--- config.mk ---
export PLATFORM = sky130hd
export DESIGN_NAME = io_pg_requester
export DESIGN_NICKNAME = d
export VERILOG_FILES = /design/src/rtl/io_pg_pkg.sv /design/src/rtl/io_pg_timer.sv /design/src/rtl/io_pg_requester.sv
export SDC_FILE = /design/constraint.sdc
export NUM_CORES = 1
export LEC_CHECK = 0
export CAP_MARGIN = 20
export CORE_ASPECT_RATIO = 1.75
export CORE_MARGIN = 2
export CORE_UTILIZATION = 31
export DETAILED_ROUTE_END_ITERATION = 7
export REMOVE_ABC_BUFFERS = 1
export SLEW_MARGIN = 40
export SYNTH_ARGS = -nofsm -noshare
export SYNTH_HDL_FRONTEND = slang
export SYNTH_SLANG_ARGS = --single-unit
export TNS_END_PERCENT = 1
--- constraint.sdc ---
create_clock -name clk -period 2 [get_ports clk]
set_input_delay 0.3 -clock clk [delete_from_list [all_inputs] [get_ports clk]]
set_output_delay 0.3 -clock clk [all_outputs]
set_load 0.03 [all_outputs]
--- src/rtl/io_pg_pkg.sv ---
// rtl/io_pg_pkg.sv - shared FSM states and timing defaults for the power-gated IO requester
package io_pg_pkg;

  localparam int DATA_W_DEF       = 8;
  localparam int WAKE_SETTLE_DEF  = 2;
  localparam int RD_LATENCY_DEF   = 1;
  localparam int WAKE_TIMEOUT_DEF = 15;

  typedef enum logic [2:0] {
    ST_IDLE,
    ST_WAKE,
    ST_SETTLE,
    ST_ISSUE,
    ST_CAPTURE,
    ST_RESP
  } pg_state_t;

  function automatic int max3(input int a, input int b, input int c);
    int m;
    m = (a > b) ? a : b;
    return (m > c) ? m : c;
  endfunction

endpackage

--- src/rtl/io_pg_timer.sv ---
// rtl/io_pg_timer.sv - loadable down-counter that stops at zero and flags done
module io_pg_timer #(
  parameter int W = 4
) (
  input  logic         clk,
  input  logic         reset,
  input  logic         load,
  input  logic [W-1:0] load_val,
  output logic         done
);

  logic [W-1:0] count;

  always_ff @(posedge clk or negedge reset) begin
    if (!reset) begin
      count <= '0;
    end else if (load) begin
      count <= load_val;
    end else if (count != '0) begin
      count <= count - 1'b1;
    end
  end

  assign done = (count == '0);

endmodule

--- src/rtl/io_pg_requester.sv ---
// rtl/io_pg_requester.sv - host-side initiator that wakes a power-gated IO controller and issues one access
module io_pg_requester
  import io_pg_pkg::*;
#(
  parameter int DATA_W       = DATA_W_DEF,
  parameter int WAKE_SETTLE  = WAKE_SETTLE_DEF,
  parameter int RD_LATENCY   = RD_LATENCY_DEF,
  parameter int WAKE_TIMEOUT = WAKE_TIMEOUT_DEF
) (
  input  logic              clk,
  input  logic              reset,
  input  logic              req_valid,
  output logic              req_ready,
  input  logic              req_write,
  input  logic [DATA_W-1:0] req_wdata,
  output logic              rsp_valid,
  input  logic              rsp_ready,
  output logic [DATA_W-1:0] rsp_rdata,
  output logic              rsp_err,
  output logic [DATA_W-1:0] io_in,
  output logic              io_write_en,
  output logic              io_read_request,
  input  logic [DATA_W-1:0] io_out,
  input  logic              io_power_gated,
  input  logic              io_idle_detect,
  output logic [7:0]        wake_count
);

  localparam int TIMER_W = $clog2(max3(WAKE_TIMEOUT, WAKE_SETTLE, RD_LATENCY) + 1);
  // Load values are one less where the count must cover the cycle of entry itself.
  localparam logic [TIMER_W-1:0] TO_LOAD     = TIMER_W'(WAKE_TIMEOUT - 1);
  localparam logic [TIMER_W-1:0] SETTLE_LOAD = TIMER_W'((WAKE_SETTLE > 0) ? WAKE_SETTLE - 1 : 0);
  localparam logic [TIMER_W-1:0] RD_LOAD     = TIMER_W'(RD_LATENCY);

  pg_state_t          state;
  logic               op_write;
  logic [DATA_W-1:0]  op_wdata;
  logic               go_wake;
  logic               go_settle;
  logic               go_capture;
  logic               tmr_load;
  logic [TIMER_W-1:0] tmr_val;
  logic               tmr_done;
  logic               unused_idle;

  assign unused_idle = io_idle_detect;

  always_comb begin
    go_wake    = ((state == ST_IDLE) && req_valid && req_ready && io_power_gated) ||
                 ((state == ST_SETTLE) && io_power_gated);
    go_settle  = (state == ST_WAKE) && !io_power_gated && (WAKE_SETTLE != 0);
    go_capture = (state == ST_ISSUE) && !op_write;
    tmr_load   = go_wake || go_settle || go_capture;
    tmr_val    = go_wake ? TO_LOAD : (go_settle ? SETTLE_LOAD : RD_LOAD);
  end

  io_pg_timer #(.W(TIMER_W)) u_timer (
    .clk      (clk),
    .reset    (reset),
    .load     (tmr_load),
    .load_val (tmr_val),
    .done     (tmr_done)
  );

  always_ff @(posedge clk or negedge reset) begin
    if (!reset) begin
      state           <= ST_IDLE;
      req_ready       <= 1'b1;
      rsp_valid       <= 1'b0;
      rsp_err         <= 1'b0;
      rsp_rdata       <= '0;
      io_in           <= '0;
      io_write_en     <= 1'b0;
      io_read_request <= 1'b0;
      wake_count      <= '0;
      op_write        <= 1'b0;
      op_wdata        <= '0;
    end else begin
      io_write_en     <= 1'b0;
      io_read_request <= 1'b0;
      // A read strobe doubles as the non-destructive wake pulse on every WAKE entry.
      if (go_wake) begin
        io_read_request <= 1'b1;
        if (wake_count != 8'hff) wake_count <= wake_count + 8'd1;
      end
      case (state)
        ST_IDLE: begin
          if (req_valid && req_ready) begin
            op_write  <= req_write;
            op_wdata  <= req_wdata;
            req_ready <= 1'b0;
            state     <= io_power_gated ? ST_WAKE : ST_ISSUE;
          end
        end
        ST_WAKE: begin
          if (!io_power_gated) begin
            state <= (WAKE_SETTLE == 0) ? ST_ISSUE : ST_SETTLE;
          end else if (tmr_done) begin
            rsp_valid <= 1'b1;
            rsp_err   <= 1'b1;
            rsp_rdata <= '0;
            state     <= ST_RESP;
          end
        end
        ST_SETTLE: begin
          if (io_power_gated) state <= ST_WAKE;
          else if (tmr_done)  state <= ST_ISSUE;
        end
        ST_ISSUE: begin
          if (op_write) begin
            io_in       <= op_wdata;
            io_write_en <= 1'b1;
            rsp_rdata   <= op_wdata;
            state       <= ST_RESP;
          end else begin
            io_read_request <= 1'b1;
            state           <= ST_CAPTURE;
          end
        end
        ST_CAPTURE: begin
          if (tmr_done) begin
            rsp_rdata <= io_out;
            rsp_valid <= 1'b1;
            state     <= ST_RESP;
          end
        end
        ST_RESP: begin
          if (!rsp_valid) begin
            rsp_valid <= 1'b1;
          end else if (rsp_ready) begin
            rsp_valid <= 1'b0;
            rsp_err   <= 1'b0;
            req_ready <= 1'b1;
            state     <= ST_IDLE;
          end
        end
        default: state <= ST_IDLE;
      endcase
    end
  end

endmodule

Word level (Yosys, flattened, before mapping):

Cells that the tools add are included.

* order comparisons: 0
* bitwise operators: 0
* reduce and logical (&&, ||, !) cells: 28
* $add $sub $neg: 2
* eq/ne operators: 14
* $mul: 0
* div/mod/pow operators: 0
* shift operators: 0
* multiplexer cells: 37

Operator list (count)
* 8-bit two-way mux: 4
* 8-bit one-hot mux with 3 select lines: 1
* 3-bit two-way mux: 7
* 3-bit one-hot mux with 6 select lines: 1
* 1-bit two-way mux: 17
* 4-bit two-way mux: 3
* 2-bit != test, second input constant: 6
* 5-bit AND reduction: 2
* 8-bit by 1-bit adder with 8-bit output, second input constant: 1
* 8-bit != test, second input constant: 1
* 2-bit AND reduction: 4
* 4-bit AND reduction: 2
* 1-bit logical AND: 7
* 3-bit by 2-bit equality test with 1-bit output, second input constant: 2
* 3-bit equality test, second input constant: 2
* 2-bit nonzero test: 3
* 3-bit nonzero test: 2
* 4-bit logical NOT: 1
* 1-bit one-hot mux with 2 select lines: 2
* 4-bit nonzero test: 1
* 4-bit by 1-bit subtractor with 4-bit output, second input constant: 1
* 3-bit by 1-bit equality test with 1-bit output, second input constant: 1
* 3-bit logical NOT: 1
* 1-bit logical OR: 3
* 5 further kinds: 6

* register bits after elaboration: 45
* memory bits (writable): 0
* latch bits: 0
* ROM bits: 0
* word-level logic and storage cells: 93
* memories kept: 0

Logic depth before layout (Yosys ltp):

Gate-level depths: netlist of the first run.

* depth after elaboration: 8
* mapped depth: 6
* mapped depth without buffers: 6

Cells and area by module:

From an unflattened synthesis of the first run, not the netlist that was laid out.

* cell total of the unflattened synthesis: 187
* area total of the unflattened synthesis: 2203.4 sq um

By module, submodules not included
* io_pg_requester: area an instance 1969.4 sq um, cells each 165, times used 1, sequential area each 1027.2 sq um
* io_pg_timer: area an instance 234.0 sq um, cells each 22, times used 1, sequential area each 100.1 sq um

Worst setup path before layout of the first run:

OpenSTA, ideal clock, no wires.

* path kind: flip-flop to flip-flop
* start point: register req_ready
* end point: register wake_count[7]
* slack: 0.000 ns
* arrival time: 1.875 ns
* buffers on the path: 1
* stages on the path, launching flop included: 6
* cell sequence: dfstp_2 a21oi_1 or4b_1 buf_2 nor3_1 mux2_2

* cells in the longest elaborated chain, start to end: 4

RTL lines
* start: declaration: RTL line io_pg_requester.sv:13 `output logic req_ready,`
* start signal: assignment: RTL line io_pg_requester.sv:68 `req_ready <= 1'b1;`
* start signal: assignment: RTL line io_pg_requester.sv:91 `req_ready <= 1'b0;`
* start signal: assignment: RTL line io_pg_requester.sv:133 `req_ready <= 1'b1;`
* 1-bit logical AND (2 in series): RTL line io_pg_requester.sv:49 `go_wake = ((state == ST_IDLE) && req_valid && req_ready && io_power_gated) ||`
* 1-bit logical OR: RTL line io_pg_requester.sv:49
* 2-bit AND reduction (no line)
* end signal: assignment: RTL line io_pg_requester.sv:84 `if (wake_count != 8'hff) wake_count <= wake_count + 8'd1;`
* end: declaration: RTL line io_pg_requester.sv:26 `output logic [7:0] wake_count`

Every way passes these cells.
A chain may end at the register's enable or synchronous reset.

Final worst setup path of the first run:

* start point: register req_ready
* end point: output req_ready

No word-level cell between the ends.

==> results by group, run 1 <==
Status
  • Outcome: finished, final reports clean

Synth
  • Primary FF master, synth: dfrtp_1
  • Cell taking the most area after synthesis: dfrtp_1
  • Synth top area share: 0.5276
  • Post-synth EDFFs: 0
  • Asr flop ratio synth: 1.000
  • Unique cell type count in the Yosys netlist: 40
  • Post-synth top cells: dfrtp_1, mux2_2, o21ai_0, nor2_1
  • Area contributors post-synth: dfrtp_1, mux2_2, a22o_1
  • Post-synthesis register bit count: 45
  • Syn avg cell area: 12.20 µm²
  • Post-Syn Instances: 171
  • Most frequent cell after synthesis: dfrtp_1
  • YS warnings: 0
  • Post-synth design cell area: 0.002087 mm²
  • Seq/Total Area, Yosys: 0.5402

Worst setup path
  • Reg2reg start: req_ready$_DFFE_PN1P_
  • Critical Path Sink Type: output port
  • CP Data Arrival Time: 1.59 ns
  • CP Launch Type: register
  • CP startpoint: req_ready$_DFFE_PN1P_
  • Setup Crit Path Kind: reg2out
  • Worst Path Max Fanout: 4
  • Req. time, crit path: 1.70 ns

Timing
  • Least-Margin Pin Slew: 0.6007 ns
  • Setup ws final: 0.1116 ns
  • Clk_skew: 0.007028 ns
  • Hold Violations, Final: 0
  • Unrepaired setup endpoints after global routing: false
  • Slew Viols, Final: 0
  • Final Critical Period: 1.888 ns
  • # setup viols final: 0
  • Final worst-path cycle share: 0.9442
  • Fmax: 0.5296 GHz
  • Relative slew slack: 0.5978

Floorplanning
  • Die height: 112.5 µm
  • Core box area: 0.006539 mm²
  • Row count: 39
  • Die boundary width: 66.03 µm
  • Total die area: 0.007430 mm²
  • Starting Density: 0.3192
  • Ports: 52

Hold path
  • HP Class: in2async

Route
  • # DRC: 0
  • DRT antenna net count: 0
  • Via count: 1578
  • Vias per Instance: 4.885
  • DRT Wirelength: 4.837 mm
  • First-pass DRT Iterations: 4
  • DR WL/cell: 14.98 µm
  • DR iter-0 viols: 49

Place
  • Gpl congestion: 0.8083
  • DP Area: 0.002798 mm²
  • Worst slack at placement: -0.2222 ns
  • Hpwl dp: 3.572 mm
  • Number of buffers added on ports: 50

Power and ir drop
  • Sequential power share: 0.357
  • Sw power: 0.001514 W
  • Pleak: 1.297 nW
  • VDD IR max: 0.7742 mV
  • Cell Int Power: 0.002644 W
  • Clock power share: 0.208
  • Comb pwr share: 0.434
  • PwrDens: 1397 mW/mm²
  • Switching part of the total: 0.3642

Clock network
  • CTS tree: done
  • H-tree depth: 2
  • Num Clock Sinks: 45
  • CTS root buf: clkbuf_16
  • Number of CTS-inserted buffers: 5
  • Worst-path clk slew: 0.06 ns
  • Clk Latency, worst-skew pair: 0.29 ns
  • Clk buf depth: 2

Cells and area
  • Final instance area: 0.002977 mm²
  • Fin nets: 265
  • Syn-to-layout area delta: 42.63%
  • Share of cells above drive strength 1: 0.2697
  • Final antenna diode count: 0

Global routing
  • Vias in the first global route: 1716
  • Gr usage total: 0.1486
  • Largest net degree at the start of global routing: 22
  • Global route overflow: 0
  • First-pass GRT wire length: 8.376 mm
  • Antenna violations before repair: 0

Flow run
  • Max cap viols: 0
## cell usage in the layout (no fill, tap or decap), types with 2 or more instances in the layout
master / count
mux2_2: 29
nor2_1: 9
a22o_1: 8
o21ai_0: 10
clkbuf_16: 5
xor2_1: 3
xnor2_1: 2
nand2b_1: 5
dfrtp_1: 44
nand2_1: 7
and4_1: 2
clkbuf_8: 2
buf_4: 16
nor3_1: 2
nand3_1: 4
clkdlybuf4s50_1: 49
mux2i_1: 2
nand3b_1: 2
ha_1: 2
inv_1: 4
nor4_2: 2
a21oi_1: 6
## layer usage
layer | vias up | share of wire | GRT usage
li1 | 764 | - | -
met1 | 777 | 0.39 | 0.1688
met2 | 30 | 0.55 | 0.2539
met3 | 7 | 0.039 | 0.04008
met4 | 0 | 0.022 | 0.06803
met5 | - | 0 | 0
## per-stage QoR
step	utilization	instances	hold slack (ns)	TNS, ns	power [W]
floorplan	-	165	0.004409	-0.02344	0.002548
global placement	0.4279	314	0.2034	-1.352	0.003284
detailed placement	0.4279	314	0.2109	-1.346	0.003315
CTS	0.4539	323	0.4418	0	0.004205
global route	0.4552	323	0.4692	0	0.004452
finish	0.4552	323	0.4303	0	0.004159
## flip-flops by register name, indices dropped and copies added, names as in the netlist
register         count
req_ready            1
rsp_valid            1
io_in                8
op_write             1
rsp_rdata            8
io_write_en          1
u_timer.count        4
io_read_request      1
rsp_err              1
state                3
wake_count           8
op_wdata             8
## worst max-delay path, cell delays in order, from the launching register on
cell and delay, ns:
dfstp_2 0.53, buf_4 0.11, clkdlybuf4s50_1 0.66
## worst paths after layout
check                           cells after the start                         to  slack [ns]
worst max-delay path                                2                  req_ready        0.11
max in group asynchronous                           3       io_in[0]$_DFFE_PN0P_        1.07
worst max register to register                      5  wake_count[3]$_DFFE_PN0P_        0.12
min in group clk                                    1  wake_count[5]$_DFFE_PN0P_        0.51
worst min-delay path                                2  wake_count[4]$_DFFE_PN0P_        0.43
worst min register to register                      1  wake_count[5]$_DFFE_PN0P_        0.51
## repair_timing
| action | in CTS | in global routing |
|---|---|---|
| resized for setup | 1 | 2 |
| hold buffers | 1 | 0 |
| setup endpoints to repair | 8 | 17 |
| cloned | 0 | 0 |
| setup buffers | 0 | 0 |
| hold endpoints to repair | 10 | 0 |
## logic make-up after synthesis
logic type | Yosys count | share of synthesized area
and+or+nand+nor | 47 | 0.1421
adders and majority gates | 2 | 0.01199
muxes | 31 | 0.1661
buffers and inverters | 10 | 0.02038
xor gates and xnor gates | 5 | 0.02099
AOI/OAI and AO/OA | 31 | 0.09833
DFF | 45 | 0.5402
## final cells by class
type                            instances  area (µm²)
Clock buffer                            7       152.6
Inverter                                4       15.01
Tap cell                               82       102.6
Sequential cell                        45        1127
Multi-Input combinational cell        116       928.4
Timing Repair Buffer                   68       645.6
Clock inverter                          1       5.005
Fill cell                             633        3562
## power groups by stage
stage,Sequential [W],Combinational [W],Clock (W)
after floorplan,0.00182,0.000731,0
after global placement,0.00150,0.00179,0
after detailed placement,0.00150,0.00181,0
after CTS,0.00149,0.00182,0.000894
after global routing,0.00154,0.00197,0.000937
final,0.00149,0.00181,0.000867
Power figures use the tool's default switching activity.
==> run 2, diff against run 1 <==
--- a/config.mk
+++ b/config.mk
@@ -7,7 +7,6 @@
 export LEC_CHECK = 0
 export CAP_MARGIN = 20
 export CORE_ASPECT_RATIO = 1.75
-export CORE_MARGIN = 2
 export CORE_UTILIZATION = 31
 export DETAILED_ROUTE_END_ITERATION = 7
 export REMOVE_ABC_BUFFERS = 1
==> run 2 against run 1 <==
  * The run now ends with hold timing left
  * Critical path type unchanged
  * Sequential share of layout area is 0.14 points higher
  * Flip-flop and latch count stayed put
  * Fmax is 0.11% higher
==> results by group, run 2 (synthesis gave the netlist of run 1 again) <==
Timing
  • Hold Violations, Final: 3
  • Slew Viols, Final: 0
  • Final worst-path cycle share: 0.9431
  • Setup ws final: 0.1137 ns
  • Clk_skew: 0.003397 ns
  • Least-Margin Pin Slew: 0.5768 ns
  • Final Critical Period: 1.886 ns
  • Fmax: 0.5301 GHz
  • Final TNS setup: 0 ns
  • # setup viols final: 0
  • Relative slew slack: 0.6138
  • Hold_ws: -0.0005010 ns
  • Unrepaired setup endpoints after global routing: false

Worst setup path
  • Slowest-stage cell, CP: clkdlybuf4s50_1
  • Worst Path Max Fanout: 4
  • CP Launch Type: register
  • Critical Path Sink Type: output port
  • Crit-path max cell delay: 0.66 ns
  • CP startpoint: req_ready$_DFFE_PN1P_
  • Family with the most delay on the worst path: buffers and inverters
  • Setup Crit Path Kind: reg2out
  • Worst R2R Setup Slack: 0.14 ns
  • FF-to-FF path depth: 5
  • Critical-path cell list: buf_4 -> clkdlybuf4s50_1
  • CP Data Arrival Time: 1.59 ns
  • Req. time, crit path: 1.70 ns
  • Buf+Inv Stages, Crit Path: 2
  • Reg2reg start: req_ready$_DFFE_PN1P_
  • Reg-to-Reg End: wake_count[5]$_DFFE_PN0P_

Power and ir drop
  • Pleak: 1.287 nW
  • VDD IR max: 0.5551 mV
  • PwrDens: 1428 mW/mm²
  • Power Total: 0.004236 W

Route
  • # DRC: 0
  • First-pass DRT Iterations: 4
  • DRT antenna net count: 0
  • DRT Wirelength: 4.809 mm
  • Vias per Instance: 4.819
  • DR WL/cell: 15.03 µm
  • DR iter-0 viols: 60
  • Via count: 1542

Global routing
  • Met1 Use GR: 0.1631
  • Grt peak-use layer: met2
  • Gr usage total: 0.1506
  • Largest net degree at the start of global routing: 24
  • Met3 Resource Use GR: 0.02583
  • Vias in the first global route: 1632
  • Antenna violations before repair: 0
  • Met2 Use GR: 0.2702
  • First-pass GRT wire length: 8.052 mm
  • Global route overflow: 0

Clock network
  • H-tree depth: 2
  • CTS tree: done
  • Clk Latency, worst-skew pair: 0.28 ns
  • Num Clock Sinks: 45
  • Number of CTS-inserted buffers: 5
  • Setup Buffers After CTS: 0
  • CTS Hold Bufs: 0
  • Resize count post-CTS: 0
  • CTS root buf: clkbuf_16
  • Worst-path clk slew: 0.06 ns
  • Clk buf depth: 2

Cells and area
  • Final instance area: 0.002965 mm²
  • Most frequent cells in the layout: clkdlybuf4s50_1, dfrtp_1, mux2_2, buf_4, o21ai_0
  • Most common cell after layout, fill and taps aside: clkdlybuf4s50_1
  • Syn-to-layout area delta: 42.09%
  • Final antenna diode count: 0
  • Share of cells above drive strength 1: 0.2647
  • Fin nets: 262

Floorplanning
  • Die height: 110.5 µm
  • Row count: 39
  • Ports: 52
  • Die boundary width: 64.03 µm
  • Starting Density: 0.3192
  • Core box area: 0.006539 mm²
  • Total die area: 0.007077 mm²

Place
  • Hpwl dp: 3.540 mm
  • Worst slack at placement: -0.2758 ns
  • Number of buffers added on ports: 50
  • Gpl congestion: 0.7290
  • DP Area: 0.002783 mm²

Flow run
  • Max cap viols: 0

Status
  • Violated checks: hold timing
  • Outcome: finished, violations left

Hold path
  • HP Class: in2async
[run 2: cell count changes in the layout (fill, tap and decap cells not counted), sizes merged]
| cell | delta |
|---|---|
| buf | -2 |
| bufinv | +1 |
| dlygate4sd3 | -1 |
| clkinv | -1 |
[run 2: power by group]
group | internal (W) | leakage, nW | switching (W)
clock network | 0.000624 | 0.0841 | 0.000336
registers | 0.00123 | 0.579 | 0.000253
logic | 0.000871 | 0.624 | 0.000917
total | 0.00273 | 1.29 | 0.00151
[run 2: worst max path at each step]
| stage | end | slack [ns] | cells after the start |
|---|---|---|---|
| 6_report | req_ready | 0.11 | 2 |
| 5_1_grt | io_in[7]$_DFFE_PN0P_ | 0.009 | 5 |
| 4_1_cts | wake_count[5]$_DFFE_PN0P_ | 0.0003 | 5 |
| 3_5_place_dp | wake_count[5]$_DFFE_PN0P_ | -0.28 | 6 |
| 3_3_place_gp | wake_count[7]$_DFFE_PN0P_ | -0.21 | 5 |
| 2_1_floorplan | wake_count[7]$_DFFE_PN0P_ | -0.02 | 4 |
[run 2: final cells by class]
| type | count | area (µm²) |
|---|---|---|
| Inverter | 4 | 15.01 |
| Fill cell | 639 | 3573 |
| Timing Repair Buffer | 65 | 620.6 |
| Sequential cell | 45 | 1127 |
| Multi-Input combinational cell | 116 | 927.1 |
| Clock buffer | 7 | 142.6 |
| Tap cell | 82 | 102.6 |
| Clock inverter | 1 | 30.03 |
[run 2: metal layers]
metal  share of wire  wire, µm  up-vias
met5               0         0        -
met4           0.016        76        0
met3           0.027       130        5
met2            0.57      2735       26
met1            0.39      1867      759
li1                -         -      752
[run 2: metrics by stage]
stage / util / cells
CTS: 0.4520 / 320
finish: 0.4535 / 320
global placement: 0.4256 / 312
detailed placement: 0.4256 / 312
global route: 0.4535 / 320
floorplan: - / 165
[run 2: worst reg2reg max path, cell delays in order (launching register included)]
cell and delay [ns]:
dfstp_2 0.53, a21oi_1 0.08, or4b_4 0.54, buf_4 0.17
nor4_2 0.30, xor2_1 0.17
